<file path="config.mk">
export PLATFORM = sky130hd
export DESIGN_NAME = instr_feeder
export DESIGN_NICKNAME = d
export VERILOG_FILES = /design/src/rtl/instr_feeder.sv
export SDC_FILE = /design/constraint.sdc
export NUM_CORES = 1
export LEC_CHECK = 0
export ABC_AREA = 1
export CAP_MARGIN = 10
export CORE_MARGIN = 4
export CORE_UTILIZATION = 39
export CTS_CLUSTER_SIZE = 16
export DETAILED_ROUTE_END_ITERATION = 8
export PLACE_DENSITY = 0.56
export REMOVE_ABC_BUFFERS = 1
export SKIP_LAST_GASP = 1
export SYNTH_ARGS = -nofsm -noshare
export SYNTH_HDL_FRONTEND = slang
export SYNTH_SLANG_ARGS = --single-unit
</file>
<file path="constraint.sdc">
create_clock -name clk -period 4.63 [get_ports clk]
set_input_delay 0.463 -clock clk [delete_from_list [all_inputs] [get_ports clk]]
set_output_delay 0.463 -clock clk [all_outputs]
set_load 0.02 [all_outputs]
</file>
<file path="src/rtl/instr_feeder.sv">
// instr_feeder: host-side sequencer for the CPU instruction interface.
// A small instruction buffer is loaded over the prog_* port while idle.
// On go, the first len entries are issued in order. Each entry gets a
// one-cycle load with the word on instr, then a one-cycle s pulse. The
// sequencer then waits for w to fall and rise again.
//
// Ports:
//   clk, reset             rising-edge clock, synchronous active-high reset
//   prog_we/addr/data      buffer write port (ignored while busy)
//   prog_len               instruction count for the run, sampled on go
//   go                     run request, sampled only in IDLE
//   w                      CPU wait flag
//   instr, load, s         instruction word and strobes to the CPU
//   busy, done, err        run status (done/err are one-cycle pulses)
//   issued                 instructions completed in the current/last run
//
// Optional build macro: INSTR_FEEDER_WDOG_EN. It enables a per-instruction
// watchdog of WDOG_CYCLES cycles on the w handshake. When the watchdog
// fires, the run aborts with an err pulse.
module instr_feeder #(
    parameter int DEPTH       = 16,
    parameter int AW          = 4,
    parameter int WDOG_CYCLES = 256
) (
    input  logic          clk,
    input  logic          reset,
    input  logic          prog_we,
    input  logic [AW-1:0] prog_addr,
    input  logic [15:0]   prog_data,
    input  logic [AW:0]   prog_len,
    input  logic          go,
    input  logic          w,
    output logic [15:0]   instr,
    output logic          load,
    output logic          s,
    output logic          busy,
    output logic          done,
    output logic          err,
    output logic [AW:0]   issued
);

    if (DEPTH != 2**AW || WDOG_CYCLES < 1) begin : g_bad_cfg
        $error("instr_feeder: DEPTH must equal 2**AW and WDOG_CYCLES must be >= 1");
    end

    localparam logic [AW:0] DEPTH_L = (AW+1)'(DEPTH);

    typedef enum logic [2:0] {IDLE, LOAD, START, WLOW, WHIGH, DONE} state_t;

    state_t        state;
    logic [15:0]   mem [DEPTH];
    logic [AW-1:0] ptr;
    logic [AW:0]   len;
    logic [AW-1:0] ptr_nxt;
    logic [AW:0]   issued_nxt;

    assign ptr_nxt    = ptr + 1'b1;     // wraps only when len == DEPTH
    assign issued_nxt = issued + 1'b1;

`ifdef INSTR_FEEDER_WDOG_EN
    localparam int WDW = $clog2(WDOG_CYCLES + 1);
    localparam logic [WDW-1:0] WDOG_LAST = WDW'(WDOG_CYCLES - 1);
    logic [WDW-1:0] wdog_cnt;
`endif

    // The buffer has no reset, so its contents survive a reset.
    always_ff @(posedge clk) begin
        if (prog_we && !busy)
            mem[prog_addr] <= prog_data;
    end

    // The strobes and the instruction word are set on the edge that
    // enters their state. This way load is high exactly during LOAD and
    // s is high exactly during START.
    always_ff @(posedge clk) begin
        if (reset) begin
            state  <= IDLE;
            instr  <= '0;
            load   <= 1'b0;
            s      <= 1'b0;
            busy   <= 1'b0;
            done   <= 1'b0;
            err    <= 1'b0;
            issued <= '0;
            ptr    <= '0;
            len    <= '0;
`ifdef INSTR_FEEDER_WDOG_EN
            wdog_cnt <= '0;
`endif
        end else begin
            load <= 1'b0;
            s    <= 1'b0;
            done <= 1'b0;
            err  <= 1'b0;
            case (state)
                IDLE: begin
                    if (go) begin
                        issued <= '0;
                        if (prog_len == '0) begin
                            done <= 1'b1;
                        end else begin
                            len   <= (prog_len > DEPTH_L) ? DEPTH_L : prog_len;
                            ptr   <= '0;
                            busy  <= 1'b1;
                            instr <= mem[{AW{1'b0}}];
                            load  <= 1'b1;
                            state <= LOAD;
                        end
                    end
                end
                LOAD: begin
                    s     <= 1'b1;
                    state <= START;
                end
                START: begin
`ifdef INSTR_FEEDER_WDOG_EN
                    wdog_cnt <= '0;
`endif
                    state <= WLOW;
                end
                // A w still high from the previous instruction does not count.
                // The CPU must first drop w to show that it took the new word.
                WLOW: begin
                    if (!w)
                        state <= WHIGH;
                end
                WHIGH: begin
                    if (w) begin
                        issued <= issued_nxt;
                        ptr    <= ptr_nxt;
                        if (issued_nxt == len) begin
                            done  <= 1'b1;
                            state <= DONE;
                        end else begin
                            instr <= mem[ptr_nxt];
                            load  <= 1'b1;
                            state <= LOAD;
                        end
                    end
                end
                DONE: begin
                    busy  <= 1'b0;
                    state <= IDLE;
                end
                default: state <= IDLE;
            endcase
`ifdef INSTR_FEEDER_WDOG_EN
            // When the watchdog fires, it overrides any WLOW/WHIGH transition
            // made above. The run then ends without done, and issued keeps
            // the count completed so far.
            if ((state == WLOW) || (state == WHIGH && !w)) begin
                if (wdog_cnt == WDOG_LAST) begin
                    err   <= 1'b1;
                    busy  <= 1'b0;
                    state <= IDLE;
                end else begin
                    wdog_cnt <= wdog_cnt + 1'b1;
                end
            end
`endif
        end
    end

endmodule

</file>
==> impl_metrics.ini <==
[timing]
finalSetupViolations = 0
tightest_slew_ns = 1.06
hold_viol_final = 0
period_share_pct = 53.9
fmax_mhz = 401
holdWs_ns = 0.468
max-slew-margin-rel_pct = 29.5
rsz0062_at_grt = no
skew_ns = 0.00648
finalMaxSlewViolations = 0
min_period_ns = 2.49

[setup_path]
crit_fanout = 37
cp.required_ns = 5.08
reg2reg_to = instr[14]
end_kind = flip-flop
timing.rr.start = ptr[0]
rrSetupSlack_ns = 2.14
reg2reg_depth = 12
worstSetupPathType = reg2reg
crit_arrival_ns = 2.94
startpoint_type = flip-flop

[cells_and_area]
final_util_pct = 46.2
design_area_um2 = 14600
nNetsFinal = 1323
finalNonFillerCells = 1718
layout-drive-gt1-share_pct = 9.12
area_delta_synth_final_pct = 16.5
diodes = 0

[synthesis]
synth_area_leaders = edfxtp_1, nand2_1, nor2_1
synth.most_common_cell = nand2_1
synthTopCellsByCount = nand2_1, edfxtp_1, nor2_1
async_flop_share_pct = 0
synthDominantCellAreaShare_pct = 61.3
syn_avg_cell_area_um2 = 10.1
yosys_warnings = 0
synth_top_cell_by_area = edfxtp_1
ys_types = 36
ys_seq_elements = 293
synth_ff_type = edfxtp_1
synthesis.area_um2 = 12500
synth_edf_count = 256
syn_inst = 1241
yosysSeqAreaShare_pct = 67.2

[die]
die_y_um = 187
num_io_pins = 56
core_area_um2 = 31600
initial_utilization_pct = 39.6
row_count = 65
die_area_um2 = 35100
die_x_um = 187

[clocking]
clkTransAtPathRegs_ns = 0.06
cts_tree = done
cts_resized = 0
ctsHoldBuffers = 0
htree_levels = 1
cts_setup_buffers = 0
clk_path_buf_depth = 3
cts_root_buf = clkbuf_16
clk_latency_ns = 0.56
numCtsBuffers = 31
clkSinkCount = 293

[grt]
globalRouteOverflowTotal = 0
track_usage_pct = 18.1
grt_pass1_vias = 8153
grt_pass1_wl_um = 49300
grt_max_degree = 93
antenna_found_initial = 1

[hold_path]
hold_end = len[1]
min_from = len[1]
hold_path.class = reg2reg
hold_depth = 2

[routing]
wl_per_cell_um = 18.8
drtIter0Drc = 678
drt-pass1-iter-count = 5
totalWireLength_um = 32400
route.vias.total = 8683
viasPerCell = 5.05
drtAntennaViolNets = 0
post-route-drc-count = 0

[run_status]
status = completed

[power_and_ir_drop]
power_frac_clock_pct = 32.5
ir_worst_vdd_v = 0.000261
p_leak_nw = 5.48
combPwrFrac_pct = 28.9
intPower_mw = 5.40
totalPowerFinal_mw = 8.13
p_sw_mw = 2.73
sw_frac_of_total_pct = 33.6
seqPwrFrac_pct = 38.6
powerDensity_nw_per_um2 = 557

[place]
place_hpwl_um = 18100
placedCellCount = 1660
place_congestion = 0.802
port_buffers = 54
post_dp_cell_area_um2 = 13500

[run]
maxCapViolations = 0
## sequential cells by signal, indices dropped and copies added, names as in the netlist
register	count
state	3
ptr	4
busy	1
instr	16
load	1
done	1
len	5
issued	5
mem	256
s	1
## area by class of cell
cell class | instances | area (um^2)
Timing Repair Buffer | 79 | 741
Fill cell | 2936 | 17000
Clock buffer | 43 | 927
Tap cell | 402 | 503
Sequential cell | 293 | 8430
Clock inverter | 15 | 181
Multi-Input combinational cell | 805 | 3520
Inverter | 81 | 304
## routing by layer
metal / part of all wire, % / global-route usage, %
met3: 4.8 / 2.33
met1: 46 / 25.4
met5: 0.053 / 0
met2: 47 / 30.5
met4: 1.6 / 3.36
## power groups by stage
stage / registers (mW) / clock network [mW] / logic [mW]
after global placement: 3.19 / 0 / 2.35
final: 3.14 / 2.64 / 2.35
after global routing: 3.16 / 2.81 / 2.65
after floorplan: 3.35 / 0 / 1.37
after CTS: 3.14 / 2.69 / 2.37
after detailed placement: 3.20 / 0 / 2.36
## placed cells by master (no fill, tap or decap), types with 2 or more instances in the layout
| cell type | Yosys | final |
|---|---|---|
| o21ai_1 | 10 | 10 |
| nand3_1 | 120 | 120 |
| o211ai_1 | 2 | 2 |
| nand2_1 | 303 | 303 |
| nand2_2 | 5 | 5 |
| a21oi_1 | 17 | 17 |
| nor2_1 | 250 | 240 |
| nand4_1 | 4 | 4 |
| nor2_2 | 1 | 11 |
| buf_4 | 9 | 24 |
| dfxtp_1 | 37 | 36 |
| inv_1 | 73 | 73 |
| clkbuf_16 | 0 | 33 |
| inv_2 | 8 | 8 |
| clkbuf_1 | 14 | 3 |
| bufinv_16 | 0 | 4 |
| nor3_2 | 0 | 6 |
| nand2_4 | 2 | 2 |
| o21ai_0 | 69 | 69 |
| clkbuf_8 | 3 | 6 |
| clkdlybuf4s50_1 | 0 | 54 |
| edfxtp_1 | 256 | 256 |
| clkinv_2 | 0 | 7 |
## critical path, stage by stage (launching register included)
cell	delay [ns]
dfxtp_4	0.50
ha_2	0.33
inv_2	0.45
buf_12	0.31
nor2_1	0.08
o21ai_0	0.08
nand3_1	0.11
nand3_1	0.11
nand2_1	0.06
nand2_1	0.05
nand2_1	0.08
nor2_1	0.13
nor2_1	0.06
## cell families after synthesis
group	Yosys count	share of synthesized area [%]
xor+xnor	2	0.349
fa+ha+maj	2	0.200
simple gates	697	22.7
compound gates	103	4.24
other cells	1	0.0299
flops	293	67.2
buf+inv	143	5.29
## metrics by stage
step	setup slack, ns	setup TNS (ns)
floorplan	-1.09	-17.56
global placement	1.79	0
detailed placement	1.76	0
CTS	2.15	0
global route	1.90	0
finish	2.14	0
## worst max-delay path by stage
stage	start	endpoint	slack (ns)	cells after the start
finish	ptr[0]	instr[14]	2.14	12
global route	ptr[0]	instr[14]	1.90	12
CTS	ptr[0]	instr[5]	2.15	11
detailed placement	prog_we	mem[2][10]	1.76	6
global placement	prog_we	mem[2][10]	1.79	6
floorplan	ptr[0]	instr[0]	-1.09	11
(Power assumes the default switching activity.)
==> variant: new RTL, same flow settings <==
Put one more register stage on the output `instr`, with the module's reset. The value now appears one clock later. The other outputs are not delayed to match. Comments in the files are not updated.
--- a/src/rtl/instr_feeder.sv
+++ b/src/rtl/instr_feeder.sv
@@ -39,6 +39,8 @@
     output logic [AW:0]   issued
 );
 
+    logic [15:0] instr_s0;
+
     if (DEPTH != 2**AW || WDOG_CYCLES < 1) begin : g_bad_cfg
         $error("instr_feeder: DEPTH must equal 2**AW and WDOG_CYCLES must be >= 1");
     end
@@ -75,7 +77,7 @@
     always_ff @(posedge clk) begin
         if (reset) begin
             state  <= IDLE;
-            instr  <= '0;
+            instr_s0 <= '0;
             load   <= 1'b0;
             s      <= 1'b0;
             busy   <= 1'b0;
@@ -102,7 +104,7 @@
                             len   <= (prog_len > DEPTH_L) ? DEPTH_L : prog_len;
                             ptr   <= '0;
                             busy  <= 1'b1;
-                            instr <= mem[{AW{1'b0}}];
+                            instr_s0 <= mem[{AW{1'b0}}];
                             load  <= 1'b1;
                             state <= LOAD;
                         end
@@ -132,7 +134,7 @@
                             done  <= 1'b1;
                             state <= DONE;
                         end else begin
-                            instr <= mem[ptr_nxt];
+                            instr_s0 <= mem[ptr_nxt];
                             load  <= 1'b1;
                             state <= LOAD;
                         end
@@ -161,5 +163,13 @@
         end
     end
 
+    always_ff @(posedge clk) begin
+        if (reset) begin
+            instr <= '0;
+        end else begin
+            instr <= instr_s0;
+        end
+    end
+
 endmodule
 
Check against the original RTL: not equivalent (Yosys sat finds a counterexample within 4 cycles, from zero or initial values and one cycle with reset high).
==> variant against the original RTL <==
Sequential cell count is 16 higher. Setup slack worse by 0.56 ns. Synthesized cell count is 13% higher. Non-clock buffer count is 2 higher. Power is 0.46% lower. Sequential power is 5% higher. Combinational power is 8.9% lower. Critical path type unchanged. Area after synthesis is 6.7% higher. Final cell count is 12% higher. Via count is 9.6% higher. Wire length is 10% higher. Design area is 6.5% higher. Highest routed layer is now met4. Count of clock-buffer cells in the layout is 11 higher.
==> variant: results (changes against the original RTL) <==
stage;metric;value;unit;change
outcome;status;complete, no violations;;
setup_path;worstPathMaxFanout;34;;-8.1%
setup_path;crit_arrival;3.49;ns;+0.55 ns
synth;yosysSeqAreaShare;65.4;%;-1.8 points
clocking;clock_latency;0.51;ns;-0.05 ns
clocking;cts_root_buffer;clkbuf_16;;
global_route;grt_usage;18.9;%;+0.78 points
timing;finalClockSkew;0.0229;ns;+0.0164 ns
timing;final.setup.worst_slack;1.58;ns;-0.556 ns
route;drt-initial-drc-count;726;;+7.1%
global_route;grt_first_pass_wirelength;54.8;mm;+11%
synth;ys_types;32;;-11%
global_route;antenna_found_initial;0;;-1
synth;synth_cells;1397;;+13%
route;firstDrtPassIters;5;;unchanged
place;gp_congestion;0.785;;-2.0%
power_and_ir_drop;internal-power;5.41;mW;+0.37%
synth;yosys_warnings;0;;unchanged
place;port_buffers;54;;unchanged
power_and_ir_drop;leakagePower;6.52;nW;+19%
clocking;cts_setup_buffers;0;;unchanged
synth;async_flop_share;0;%;unchanged
hold_path;min_path_type;reg -> reg;;
clocking;clk_path_buf_depth;3;;unchanged
synth;synth_common_cells;nand2_1, edfxtp_1, inv_1;;
global_route;grt_pass1_vias;9100;;+12%
global_route;grt_max_degree;69;;-26%
clocking;cts-resized-gates;0;;unchanged
clocking;clk_pin_slew;0.06;ns;about the same
clocking;cts-htree-levels;2;;+1
place;dp_hpwl;20.0;mm;+11%
synth;synth-edff-count;256;;unchanged
finish;fillers;3201;;+9.0%
clocking;cts_inserted_buffers;35;;+13%
route;totalWireLength;35.7;mm;+10%
route;wl_per_cell;18.6;um;-1.4%
route;via_per_inst;4.95;;-2.1%
synth;ys_top_cells_by_area;edfxtp_1, nand2_1, nand3_1;;
finish;n_antenna_cell;0;;unchanged
place;dpl-instance-area;14500;um2;+7.1%
power_and_ir_drop;ir_worst_vdd;250;uV;-4.5%
finish;reg.largest.list;mem x256, instr x16, instr_s0 x16;;
finish;nets;1482;;+12%
setup_path;cpPeakStageDelay;0.76;ns;+0.26 ns
setup_path;cp_slowest_cell;inv_1;;
place;place_inst;1861;;+12%
finish;drive_gt1_share;7.66;%;-1.5 points
timing;worst_slew_pin_slew;1.28;ns;+0.220 ns
==> variant: changes by cell type after synthesis, moves of 16 or more <==
cell	unedited run	this run
nor2_1	250	81
inv_1	73	223
nand2_1	303	427
nand3_1	120	217
o21ai_0	69	13
dfxtp_1	37	53
==> variant: metrics by stage <==
step	TNS, ns	power [mW]	hold WS (ns)
final	0	8.09	0.429
after global placement	0	5.47	0.419
after CTS	0	8.14	0.428
after detailed placement	0	5.49	0.420
after global routing	0	8.54	0.462
after floorplan	-17.99	4.76	0.410
==> variant: critical path, delay by kind of cell (launching register included) <==
| family | cells | cell delay, ns |
|---|---|---|
| AND/OR/NAND/NOR | 9 | 1.13 |
| flip-flops | 1 | 0.60 |
| buffers and inverters | 2 | 1.21 |
==> variant: layout make-up <==
cell class / instances / area (um2) / share of cell area (%)
clock buffer: 54 / 1020 / 6.56
clock inverter: 9 / 71.3 / 0.459
inverter: 227 / 855 / 5.49
multi-input combinational: 796 / 3550 / 22.8
sequential: 309 / 8750 / 56.3
tap: 448 / 561 / 3.60
timing repair buffer: 81 / 747 / 4.80
==> variant: final timing paths <==
path,startpoint,endpoint,depth (start not counted)
setup / recovery,ptr[0]$_SDFFE_PP0P_,instr_s0[0]$_SDFFE_PP0P_,11
hold reg to reg,instr_s0[12]$_SDFFE_PP0P_,instr[12]$_SDFF_PP0_,2
hold / removal,instr_s0[12]$_SDFFE_PP0P_,instr[12]$_SDFF_PP0_,2
setup reg to reg,ptr[0]$_SDFFE_PP0P_,instr_s0[0]$_SDFFE_PP0P_,11
==> variant: power by group through the flow <==
stage	Sequential [mW]	Clock [mW]	Combinational [mW]
after floorplan	3.45	0	1.31
after global routing	3.32	2.84	2.39
after global placement	3.35	0	2.12
after CTS	3.30	2.70	2.14
after detailed placement	3.36	0	2.13
final	3.30	2.66	2.14
==> variant: cell families after synthesis <==
| logic type | after synthesis | share of synthesized area [%] |
|---|---|---|
| adder cells (fa/ha/maj) | 2 | 0.187 |
| buffers and inverters | 292 | 8.71 |
| XOR/XNOR | 4 | 0.318 |
| flip-flops | 309 | 65.4 |
| other | 1 | 0.0280 |
| AO/OA/AOI/OAI | 35 | 1.51 |
| AND/OR/NAND/NOR | 754 | 23.9 |
==> variant: metal layers <==
layer  GRT usage, %  vias to the layer above  wire [um]
met2           29.3                      345      15900
li1               -                     4600          -
met1           26.7                     4490      16100
met3           3.83                       81       2680
met5              0                        -          0
met4           6.22                        0       1090
